==> src/rtl/axis_pkg.sv <==
// Shared types and the beat-generation function for the AXIS burst master.
// gen() works at a fixed wide width; callers truncate to their data width.
package axis_pkg;

   typedef enum logic {
      IDLE = 1'b0,
      SEND = 1'b1
   } state_t;

   localparam logic [1:0] MODE_MUL   = 2'd0;
   localparam logic [1:0] MODE_ADD   = 2'd1;
   localparam logic [1:0] MODE_CONST = 2'd2;

   localparam int GEN_W = 64;

   // Low result bits depend only on low operand bits, so truncating later is exact modulo 2^W.
   function automatic logic [GEN_W-1:0] gen(input logic [GEN_W-1:0] seed,
                                            input logic [GEN_W-1:0] idx,
                                            input logic [1:0]       mode);
      case (mode)
         MODE_MUL:   gen = seed * idx;
         MODE_ADD:   gen = seed + idx;
         MODE_CONST: gen = seed;
         default:    gen = seed * idx;
      endcase
   endfunction

endpackage

==> src/rtl/axis_beat_gen.sv <==
// Combinational beat generator: gen(seed, idx, mode) truncated to DATA_WIDTH.
// Index is zero-extended before the arithmetic; supports DATA_WIDTH up to 64.
module axis_beat_gen
   import axis_pkg::*;
#(
   parameter int DATA_WIDTH = 8,
   parameter int LEN_WIDTH  = 4
) (
   input  logic [DATA_WIDTH-1:0] seed_i,
   input  logic [LEN_WIDTH-1:0]  idx_i,
   input  logic [1:0]            mode_i,
   output logic [DATA_WIDTH-1:0] beat_o
);

   assign beat_o = DATA_WIDTH'(gen(GEN_W'(seed_i), GEN_W'(idx_i), mode_i));

endmodule

==> src/rtl/axis_burst_master.sv <==
// AXI4-Stream burst master: one start request emits len generated beats with
// registered outputs, no inter-beat bubbles, and an early-terminate abort.
module axis_burst_master
   import axis_pkg::*;
#(
   parameter int DATA_WIDTH = 8,
   parameter int LEN_WIDTH  = 4
) (
   input  logic                  m_axis_clk,
   input  logic                  m_axis_rstn,
   input  logic [DATA_WIDTH-1:0] din,
   input  logic                  start,
   input  logic [LEN_WIDTH-1:0]  len,
   input  logic [1:0]            mode,
   input  logic                  abort,
   input  logic                  m_axis_tready,
   output logic                  m_axis_tvalid,
   output logic [DATA_WIDTH-1:0] m_axis_tdata,
   output logic                  m_axis_tlast,
   output logic                  busy,
   output logic                  done,
   output logic                  err
);

   state_t                state_q, state_d;
   logic [DATA_WIDTH-1:0] seed_q, seed_d;
   logic [LEN_WIDTH-1:0]  len_q, len_d;
   logic [1:0]            mode_q, mode_d;
   logic [LEN_WIDTH-1:0]  idx_q, idx_d;
   logic                  abort_pend_q, abort_pend_d;
   logic                  tvalid_q, tvalid_d;
   logic [DATA_WIDTH-1:0] tdata_q, tdata_d;
   logic                  tlast_q, tlast_d;
   logic                  done_q, done_d;
   logic                  err_q, err_d;

   logic                  hs;
   logic                  abort_hit;
   logic [LEN_WIDTH-1:0]  idx_nxt;
   logic [DATA_WIDTH-1:0] gen_seed;
   logic [LEN_WIDTH-1:0]  gen_idx;
   logic [1:0]            gen_mode;
   logic [DATA_WIDTH-1:0] beat;

   assign hs        = tvalid_q & m_axis_tready;
   assign abort_hit = abort_pend_q | abort;
   assign idx_nxt   = idx_q + LEN_WIDTH'(1);

   // One generator serves both the first beat (from live inputs) and every following beat.
   always_comb begin
      gen_seed = seed_q;
      gen_idx  = idx_nxt;
      gen_mode = mode_q;
      if (state_q == IDLE) begin
         gen_seed = din;
         gen_idx  = '0;
         gen_mode = mode;
      end
   end

   axis_beat_gen #(
      .DATA_WIDTH (DATA_WIDTH),
      .LEN_WIDTH  (LEN_WIDTH)
   ) u_beat_gen (
      .seed_i (gen_seed),
      .idx_i  (gen_idx),
      .mode_i (gen_mode),
      .beat_o (beat)
   );

   always_comb begin
      state_d      = state_q;
      seed_d       = seed_q;
      len_d        = len_q;
      mode_d       = mode_q;
      idx_d        = idx_q;
      abort_pend_d = abort_pend_q;
      tvalid_d     = tvalid_q;
      tdata_d      = tdata_q;
      tlast_d      = tlast_q;
      done_d       = 1'b0;
      err_d        = 1'b0;
      case (state_q)
         IDLE: begin
            abort_pend_d = 1'b0;
            if (start) begin
               if (len == '0) begin
                  err_d = 1'b1;
               end else begin
                  seed_d   = din;
                  len_d    = len;
                  mode_d   = mode;
                  idx_d    = '0;
                  tvalid_d = 1'b1;
                  tdata_d  = beat;
                  tlast_d  = (len == LEN_WIDTH'(1));
                  state_d  = SEND;
               end
            end
         end
         SEND: begin
            if (hs) begin
               if (tlast_q) begin
                  tvalid_d     = 1'b0;
                  tlast_d      = 1'b0;
                  tdata_d      = '0;
                  done_d       = 1'b1;
                  abort_pend_d = 1'b0;
                  state_d      = IDLE;
               end else begin
                  idx_d        = idx_nxt;
                  tdata_d      = beat;
                  tlast_d      = (idx_nxt == len_q - LEN_WIDTH'(1)) | abort_hit;
                  abort_pend_d = 1'b0;
               end
            end else if (abort && !tlast_q) begin
               abort_pend_d = 1'b1;
            end
         end
         default: state_d = IDLE;
      endcase
   end

   always_ff @(posedge m_axis_clk) begin
      if (!m_axis_rstn) begin
         state_q      <= IDLE;
         seed_q       <= '0;
         len_q        <= '0;
         mode_q       <= '0;
         idx_q        <= '0;
         abort_pend_q <= 1'b0;
         tvalid_q     <= 1'b0;
         tdata_q      <= '0;
         tlast_q      <= 1'b0;
         done_q       <= 1'b0;
         err_q        <= 1'b0;
      end else begin
         state_q      <= state_d;
         seed_q       <= seed_d;
         len_q        <= len_d;
         mode_q       <= mode_d;
         idx_q        <= idx_d;
         abort_pend_q <= abort_pend_d;
         tvalid_q     <= tvalid_d;
         tdata_q      <= tdata_d;
         tlast_q      <= tlast_d;
         done_q       <= done_d;
         err_q        <= err_d;
      end
   end

   assign m_axis_tvalid = tvalid_q;
   assign m_axis_tdata  = tdata_q;
   assign m_axis_tlast  = tlast_q;
   assign busy          = (state_q == SEND);
   assign done          = done_q;
   assign err           = err_q;

   // A stalled beat must stay presented unchanged until it is taken.
   property p_axis_hold;
      @(posedge m_axis_clk) disable iff (!m_axis_rstn)
         (m_axis_tvalid && !m_axis_tready) |=>
            (m_axis_tvalid && $stable(m_axis_tdata) && $stable(m_axis_tlast));
   endproperty
   a_axis_hold: assert property (p_axis_hold);

endmodule

==> config.mk <==
export PLATFORM = sky130hd
export DESIGN_NAME = axis_burst_master
export DESIGN_NICKNAME = d
export VERILOG_FILES = /design/src/rtl/axis_pkg.sv /design/src/rtl/axis_beat_gen.sv /design/src/rtl/axis_burst_master.sv
export SDC_FILE = /design/constraint.sdc
export NUM_CORES = 1
export LEC_CHECK = 0
export BUFFER_PORTS_ARGS = -buffer_cell sky130_fd_sc_hd__buf_2
export CORE_UTILIZATION = 50
export CTS_CLUSTER_DIAMETER = 50
export CTS_CLUSTER_SIZE = 28
export DETAILED_ROUTE_END_ITERATION = 8
export PLACE_DENSITY_LB_ADDON = 0.05
export SLEW_MARGIN = 5
export SYNTH_ARGS = -nofsm -noshare
export SYNTH_HDL_FRONTEND = slang
export SYNTH_SLANG_ARGS = --single-unit
==> constraint.sdc <==
create_clock -name m_axis_clk -period 4.5 [get_ports m_axis_clk]
set_input_delay 0.225 -clock m_axis_clk [delete_from_list [all_inputs] [get_ports m_axis_clk]]
set_output_delay 0.225 -clock m_axis_clk [all_outputs]
set_load 0.02 [all_outputs]
==> results of run 1 <==
## cell families after synthesis
logic type                 Yosys count
and+or+nand+nor                    100
muxes                               10
adders and majority gates           26
xor gates and xnor gates            19
AOI/OAI and AO/OA                   74
buffers and inverters               42
DFF                                 32
## cell usage in the layout (no fill, tap or decap), types with 3 or more instances in the layout
| cell | instances |
|---|---|
| nand2_1 | 45 |
| a21oi_1 | 33 |
| dfxtp_1 | 32 |
| buf_2 | 31 |
| inv_1 | 25 |
| nor2_1 | 17 |
| ha_1 | 16 |
| xnor2_1 | 13 |
| and3_1 | 12 |
| fa_1 | 10 |
| clkbuf_8 | 7 |
| and2_1 | 6 |
| o21ai_0 | 6 |
| mux2_2 | 5 |
| mux2i_1 | 5 |
| a221oi_1 | 5 |
| nor2b_1 | 4 |
| xor2_1 | 4 |
| a22oi_1 | 4 |
| nor3_1 | 4 |
| o21ai_1 | 4 |
| a21o_1 | 4 |
| nand3_1 | 3 |
| o21a_1 | 3 |
| buf_4 | 3 |
## metrics by stage
stage | worst slack [ns] | cells
after floorplan | 0.741 | 303
after global placement | 0.771 | 389
after detailed placement | 0.577 | 389
after CTS | 0.585 | 397
after global routing | 0.289 | 397
final | 0.563 | 397
## sequential cells by signal, summed over array words and instances, names as in the netlist
name,cells
m_axis_tlast,1
done,1
mode_q,2
seed_q,8
m_axis_tvalid,1
busy,1
len_q,4
idx_q,4
err,1
m_axis_tdata,8
abort_pend_q,1
## worst paths after layout
| check | slack, ns | end | depth (start not counted) | start |
|---|---|---|---|---|
| setup reg to reg | 0.56 | m_axis_tdata[7] | 14 | idx_q[0] |
| hold reg to reg | 0.46 | mode_q[1] | 2 | mode_q[1] |
| setup / recovery | 0.56 | m_axis_tdata[7] | 14 | idx_q[0] |
| hold / removal | 0.18 | mode_q[0] | 3 | mode[0] |
## power by group
part	switching, uW	total (uW)	leakage [uW]	internal (uW)
clock	114	310	0.0000645	195
combinational	109	182	0.000940	72.4
sequential	16.2	317	0.000262	301
total	240	809	0.00127	569
## layer usage
| metal | vias up | global-route usage, % | routed length, um |
|---|---|---|---|
| met2 | 48 | 40.8 | 2710 |
| met5 | - | 0 | 0 |
| li1 | 1092 | - | - |
| met1 | 1026 | 33.8 | 2970 |
| met3 | 10 | 4.31 | 213 |
| met4 | 0 | 8.71 | 114 |
## final cells by class
class	count	area, sq um	area share [%]
clock buffers	7	96.3	3.46
clock inverters	1	30.0	1.08
inverters	27	101	3.64
multi-input cells	229	1650	59.4
flip-flops and latches	32	641	23.0
well taps	67	83.8	3.01
repair buffers	34	178	6.38
## critical path, stage by stage, from the launching register on
cell,delay (ns)
dfxtp_1,0.44
ha_1,0.29
xnor2_1,0.20
nor2_1,0.11
ha_1,0.28
fa_1,0.52
inv_1,0.05
fa_1,0.53
inv_1,0.04
ha_1,0.32
a21oi_1,0.27
o21bai_1,0.10
a21oi_1,0.18
xnor3_1,0.24
a311oi_1,0.26
==> impl_metrics.json, run 1 <==
{
  "vias_per_cell": 5.48,
  "finalSetupViolCount": 0,
  "min_path_type": "input port to flop",
  "hold_viol": 0,
  "cts_num_sinks": 32,
  "synth_top_family_by_area": "simple AND/OR/NAND/NOR gates",
  "utilization_pct": 58.6,
  "synth-compound-area-share_pct": 19.1,
  "required_ns": 4.70,
  "io_buffers": 31,
  "syn_area_sq_um": 2470,
  "ys.flop_type": "dfxtp_1",
  "ioPinCount": 32,
  "postCtsHoldBufs": 0,
  "crit_arrival_ns": 4.13,
  "final_area_sq_um": 2780,
  "start_util_pct": 52.0,
  "ys_ff_latch": 32,
  "clock_latency_ns": 0.29,
  "first_iter_violations": 121,
  "maxSlewViolCount": 0,
  "p_total_uw": 809,
  "synth.distinct_cells": 46,
  "ys_async_sr_fraction_pct": 0,
  "grt_usage_pct": 25.2,
  "ys_top_cells_by_count": "nand2_1, a21oi_1, dfxtp_1",
  "cp_max_fo": 5,
  "first_pass_iters": 4,
  "synth_edf_count": 0,
  "tightest_slew_ns": 0.804,
  "wl_per_cell_um": 15.1,
  "drv_cap": 0,
  "synthCells": 303,
  "fin_crit_sh_pct": 87.5,
  "antenna_found_initial": 0,
  "fp.dieH_um": 72.3,
  "die_x_um": 72.3,
  "synthAdderAreaFrac_pct": 16.2,
  "cts_tree": "done",
  "cts_buffer_depth": 2,
  "hpwlAfterDp_um": 4630,
  "synth_xor_area_share_pct": 8.05,
  "synth_top_cell_by_area": "dfxtp_1",
  "synthMuxAreaShare_pct": 4.30,
  "max_freq_ghz": 0.254,
  "cellPowerDensity_nw_per_um2": 290,
  "yosys_warnings": 0,
  "endpoint_kind": "flop",
  "cts-root-buf": "clkbuf_8",
  "rows": 25,
  "rsz0062_at_grt": "false",
  "diodes": 0,
  "core_sq_um": 4750,
  "critPathLaunchType": "flop",
  "clkTransAtPathRegs_ns": 0.07,
  "area_delta_synth_final_pct": 12.6,
  "cts_max_level": 2,
  "cts_setup_buffers": 0,
  "min_period_ns": 3.94,
  "place_congestion": 0.943,
  "yosysMostFrequentCell": "nand2_1",
  "finalSetupTns_ns": 0,
  "finalClockSkew_ns": 0.00508,
  "drive_gt1_share_pct": 16.1,
  "synth_top_cell_area_share_pct": 25.9,
  "syn_nets": 348,
  "power.leakage_uw": 0.00127,
  "synth.area.top_cells": "dfxtp_1, fa_1, ha_1, nand2_1, a21oi_1",
  "postRouteAntennaNets": 0,
  "dieArea_sq_um": 5230,
  "grt_pass1_wl_um": 9960,
  "relSlewSlack_pct": 46.1,
  "fillers": 485,
  "status": "finished clean",
  "placed_cell_area_sq_um": 2660,
  "grt-ovfl-total": 0,
  "num_vias": 2176,
  "critPathKind": "flop to flop",
  "fin_hold_ws_ns": 0.180,
  "grt_pass1_vias": 2066,
  "numCtsBuffers": 5,
  "synth_area_per_cell_sq_um": 8.16,
  "seq_area_frac_synth_pct": 25.9,
  "drt_wl_total_um": 6010,
  "final_net_count": 374,
  "grt_max_degree": 28,
  "drc": 0,
  "yosys.area_share.simple_pct": 19.3,
  "vdd_drop_max_uv": 186,
  "cts.repair.resized": 0
}
Power figures use the tool's default switching activity.
==> run 2: changes to the inputs <==
- CAP_MARGIN: not set -> 25
- CORE_UTILIZATION: 50 -> 25
- SETUP_SLACK_MARGIN: not set -> 0.5
==> impl_metrics.json, run 2 (synthesized netlist as in run 1, its figures left out) <==
{
  "clock_latency_ns": 0.30,
  "fp.dieH_um": 101,
  "r2r-end": "m_axis_tdata[7]",
  "die_x_um": 101,
  "drc": 0,
  "max_freq_ghz": 0.269,
  "grt-ovfl-total": 0,
  "drv_cap": 0,
  "cellPowerDensity_nw_per_um2": 263,
  "place_congestion": 0.833,
  "min_path_cells": 3,
  "cts_max_level": 2,
  "numCtsBuffers": 5,
  "endpoint_kind": "flop",
  "num_vias": 2157,
  "cp_max_fo": 10,
  "first_pass_iters": 4,
  "final_area_sq_um": 2860,
  "required_ns": 4.72,
  "wl_per_cell_um": 15.9,
  "postRouteAntennaNets": 0,
  "finalClockSkew_ns": 0.0110,
  "core_sq_um": 9420,
  "critPathLaunchType": "flop",
  "reg2reg_depth": 12,
  "diodes": 0,
  "drt_wl_total_um": 7330,
  "antenna_found_initial": 0,
  "fin_crit_sh_pct": 82.6,
  "hpwlAfterDp_um": 5660,
  "cts_num_sinks": 32,
  "power.leakage_uw": 0.00126,
  "rsz0062_at_grt": "false",
  "min_period_ns": 3.72,
  "clkTransAtPathRegs_ns": 0.08,
  "min_to": "mode_q[1]",
  "area_delta_synth_final_pct": 15.8,
  "crit_arrival_ns": 3.93,
  "r2r_slack_ns": 0.78,
  "grt_max_degree": 20,
  "grt_pass1_vias": 2202,
  "dp_slack_ns": 0.662,
  "first_iter_violations": 87,
  "rows": 35,
  "final_net_count": 377,
  "tightest_slew_ns": 0.723,
  "grt_pass1_wl_um": 12200,
  "final_cell_mix": "nand2_1, a21oi_1, buf_2, dfxtp_1, inv_1",
  "fin_ws_ns": 0.783,
  "critPathKind": "flop to flop",
  "cp-startpoint": "busy",
  "grt_usage_pct": 16.0,
  "maxSlewViolCount": 0,
  "hold_viol": 0,
  "dieArea_sq_um": 10300,
  "min_path_type": "input port to flop",
  "cts-root-buf": "clkbuf_8",
  "relSlewSlack_pct": 51.7,
  "min_from": "mode[1]",
  "io_buffers": 31,
  "finalSetupViolCount": 0,
  "finalSetupTns_ns": 0,
  "vdd_drop_max_uv": 126,
  "placed_cell_area_sq_um": 2760,
  "start_util_pct": 26.3,
  "final_common_cell": "nand2_1",
  "reg2reg_from": "busy",
  "cts_buffer_depth": 2,
  "vias_per_cell": 4.67,
  "drive_gt1_share_pct": 17.7,
  "status": "finished clean",
  "ioPinCount": 32,
  "cts_tree": "done"
}
==> run 2: worst max-delay path by stage <==
stage | depth (start not counted) | end | slack, ns
floorplan | 14 | m_axis_tdata[7] | 0.74
global placement | 14 | m_axis_tdata[7] | 0.75
detailed placement | 14 | m_axis_tdata[7] | 0.66
CTS | 14 | m_axis_tdata[7] | 0.64
global route | 14 | m_axis_tdata[7] | 0.51
finish | 12 | m_axis_tdata[7] | 0.78
==> run 2: report_power, final <==
part	internal (uW)	total, uW	switching, uW
Clock	124	247	122
Combinational	73.9	189	115
Sequential	301	319	18.1
==> run 2: worst max-delay path: stages (launching register included) <==
cell	delay [ns]
dfxtp_1	0.55
mux2_2	0.40
ha_1	0.25
fa_1	0.53
inv_1	0.06
fa_1	0.53
inv_1	0.04
ha_1	0.32
a21oi_1	0.21
o21bai_1	0.08
a21oi_1	0.16
xnor3_1	0.23
a311oi_1	0.26
==> run 2: metal layers <==
| metal | routed length, um | up-vias | share of wire, % | GRT usage [%] |
|---|---|---|---|---|
| met2 | 3330 | 37 | 45 | 25.5 |
| met4 | 119 | 0 | 1.6 | 5.57 |
| met3 | 308 | 9 | 4.2 | 2.97 |
| met5 | 0 | - | 0 | 0 |
| li1 | - | 1095 | - | - |
| met1 | 3570 | 1016 | 49 | 21.7 |
==> run 2: area by class of cell <==
cell class                 count  area [sq um]
inverter                      27           101
fill                        1037          6550
tap                          129           161
multi-input combinational    229          1660
timing repair buffer          37           200
sequential                    32           643
clock inverter                 1          7.51
clock buffer                   7          86.3
==> run 2: what timing repair did <==
action                                  CTS  global route
setup buffers                             0             0
resized for setup                         0             4
endpoints found under the hold margin     0             0
hold buffers                              0             0
endpoints found under the setup margin    0             2
==> run 2: per-stage QoR <==
| step | hold slack, ns | power (uW) | utilization [%] | cells |
|---|---|---|---|---|
| after floorplan | 0.339 | 455 | - | 303 |
| after global placement | 0.439 | 519 | 29.2 | 453 |
| after detailed placement | 0.448 | 517 | 29.3 | 454 |
| after CTS | 0.168 | 765 | 30.3 | 462 |
| after global routing | 0.177 | 805 | 30.4 | 462 |
| final | 0.170 | 755 | 30.4 | 462 |
==> run 3: changes to the inputs <==
- clock period: 4.5 -> 3 ns (I/O delays scaled with it)
==> impl_metrics.json, run 3 (synthesized netlist as in run 1, its figures left out) <==
{
  "cts_num_sinks": 32,
  "postRouteAntennaNets": 0,
  "num_vias": 2317,
  "maxSlewViolCount": 0,
  "final_common_cell": "buf_4",
  "hold_viol": 0,
  "area_delta_synth_final_pct": 39.8,
  "diodes": 0,
  "critPathKind": "flop to flop",
  "ioPinCount": 32,
  "cts_max_level": 2,
  "fin_hold_ws_ns": 0.100,
  "place_congestion": 0.742,
  "crit_arrival_ns": 3.56,
  "vdd_drop_max_uv": 187,
  "vias_per_cell": 4.58,
  "final_net_count": 421,
  "final_cells": 506,
  "drc": 0,
  "finalClockSkew_ns": 0.00580,
  "tightest_slew_ns": 0.573,
  "core_sq_um": 9420,
  "status": "finished, violations left",
  "max_freq_ghz": 0.298,
  "fp.dieH_um": 101,
  "placed_cells": 489,
  "cts-root-buf": "clkbuf_8",
  "grt_max_degree": 20,
  "final_cell_mix": "buf_4, nand2_1, buf_2, a21oi_1, dfxtp_1",
  "grt-ovfl-total": 0,
  "critPathLaunchType": "flop",
  "numCtsBuffers": 5,
  "wl_per_cell_um": 15.1,
  "first_pass_iters": 4,
  "antenna_found_initial": 0,
  "required_ns": 3.21,
  "grt_pass1_vias": 2376,
  "cp_max_fo": 4,
  "violations": "negative setup slack",
  "postCtsHoldBufs": 0,
  "drv_cap": 0,
  "rsz0062_at_grt": "true",
  "cts_tree": "done",
  "min_period_ns": 3.35,
  "io_buffers": 31,
  "fin_ws_ns": -0.354,
  "min_path_type": "input port to flop",
  "fin_crit_sh_pct": 112,
  "grt_usage_pct": 16.4,
  "endpoint_kind": "flop",
  "fillers": 986,
  "die_x_um": 101,
  "drt_wl_total_um": 7640,
  "power.leakage_uw": 0.00150,
  "drive_gt1_share_pct": 36.3,
  "relSlewSlack_pct": 61.8,
  "start_util_pct": 26.3,
  "clock_latency_ns": 0.29,
  "hpwlAfterDp_um": 5940,
  "cellPowerDensity_nw_per_um2": 366,
  "finalSetupViolCount": 4,
  "dieArea_sq_um": 10300,
  "first_iter_violations": 99,
  "grt_pass1_wl_um": 12600,
  "clkTransAtPathRegs_ns": 0.08,
  "cts_buffer_depth": 2,
  "rows": 35
}
[run 3: area by class of cell]
type	count	area, sq um	area share (%)
timing repair buffer	81	547	15.8
tap	129	161	4.67
clock inverter	3	46.3	1.34
sequential	32	656	19.0
multi-input combinational	229	1880	54.3
clock buffer	5	68.8	1.99
inverter	27	101	2.93
[run 3: routing by layer]
layer | global-route usage, % | up-vias | wire length, um
met3 | 2.35 | 7 | 180
met5 | 0 | - | 0
met1 | 23.1 | 1095 | 3870
met2 | 26.3 | 29 | 3510
met4 | 4.01 | 0 | 78
li1 | - | 1186 | -
[run 3: critical path, stage by stage, from the launching register on]
cell and delay (ns):
dfxtp_4 0.38, nand3_4 0.10, xnor2_4 0.15, buf_4 0.16, and3_4 0.17, fa_1 0.52
inv_1 0.05, fa_1 0.53, inv_2 0.05, ha_4 0.22, a21oi_2 0.15, o21bai_1 0.08
a21oi_1 0.17, xnor3_1 0.27, a311oi_1 0.26
[run 3: what timing repair did]
| action | 4_1_cts | 5_1_grt |
|---|---|---|
| pin swaps | 23 | 8 |
| buffers inserted | 7 | 2 |
| endpoints found under the hold margin | 0 | 0 |
| gates resized for setup | 15 | 16 |
| endpoints found under the setup margin | 5 | 8 |
[run 3: report_power, final]
part	total [uW]	internal [uW]	switching, uW
clock	445	251	195
sequential	471	448	22.7
combinational	350	155	195
[run 3: stage by stage]
step	power [uW]	utilization, %	setup WS [ns]	setup TNS, ns	instance area [sq um]
4_1_cts	1280	35.6	-0.375	-1.01	3350
3_5_place_dp	811	33.0	-0.433	-1.45	3110
2_1_floorplan	690	-	-0.268	-0.569	2570
6_report	1270	36.7	-0.354	-0.949	3460
5_1_grt	1350	36.7	-0.459	-1.45	3460
3_3_place_gp	815	33.0	-0.405	-1.35	3110
[run 3: worst paths after layout]
kind / slack [ns] / from / cells past startpoint / endpoint
hold reg to reg: 0.46 / m_axis_tdata[3] / 2 / m_axis_tdata[3]
setup reg to reg: -0.35 / idx_q[0] / 14 / m_axis_tdata[7]
hold / removal: 0.10 / mode[1] / 3 / mode_q[1]
setup / recovery: -0.35 / idx_q[0] / 14 / m_axis_tdata[7]
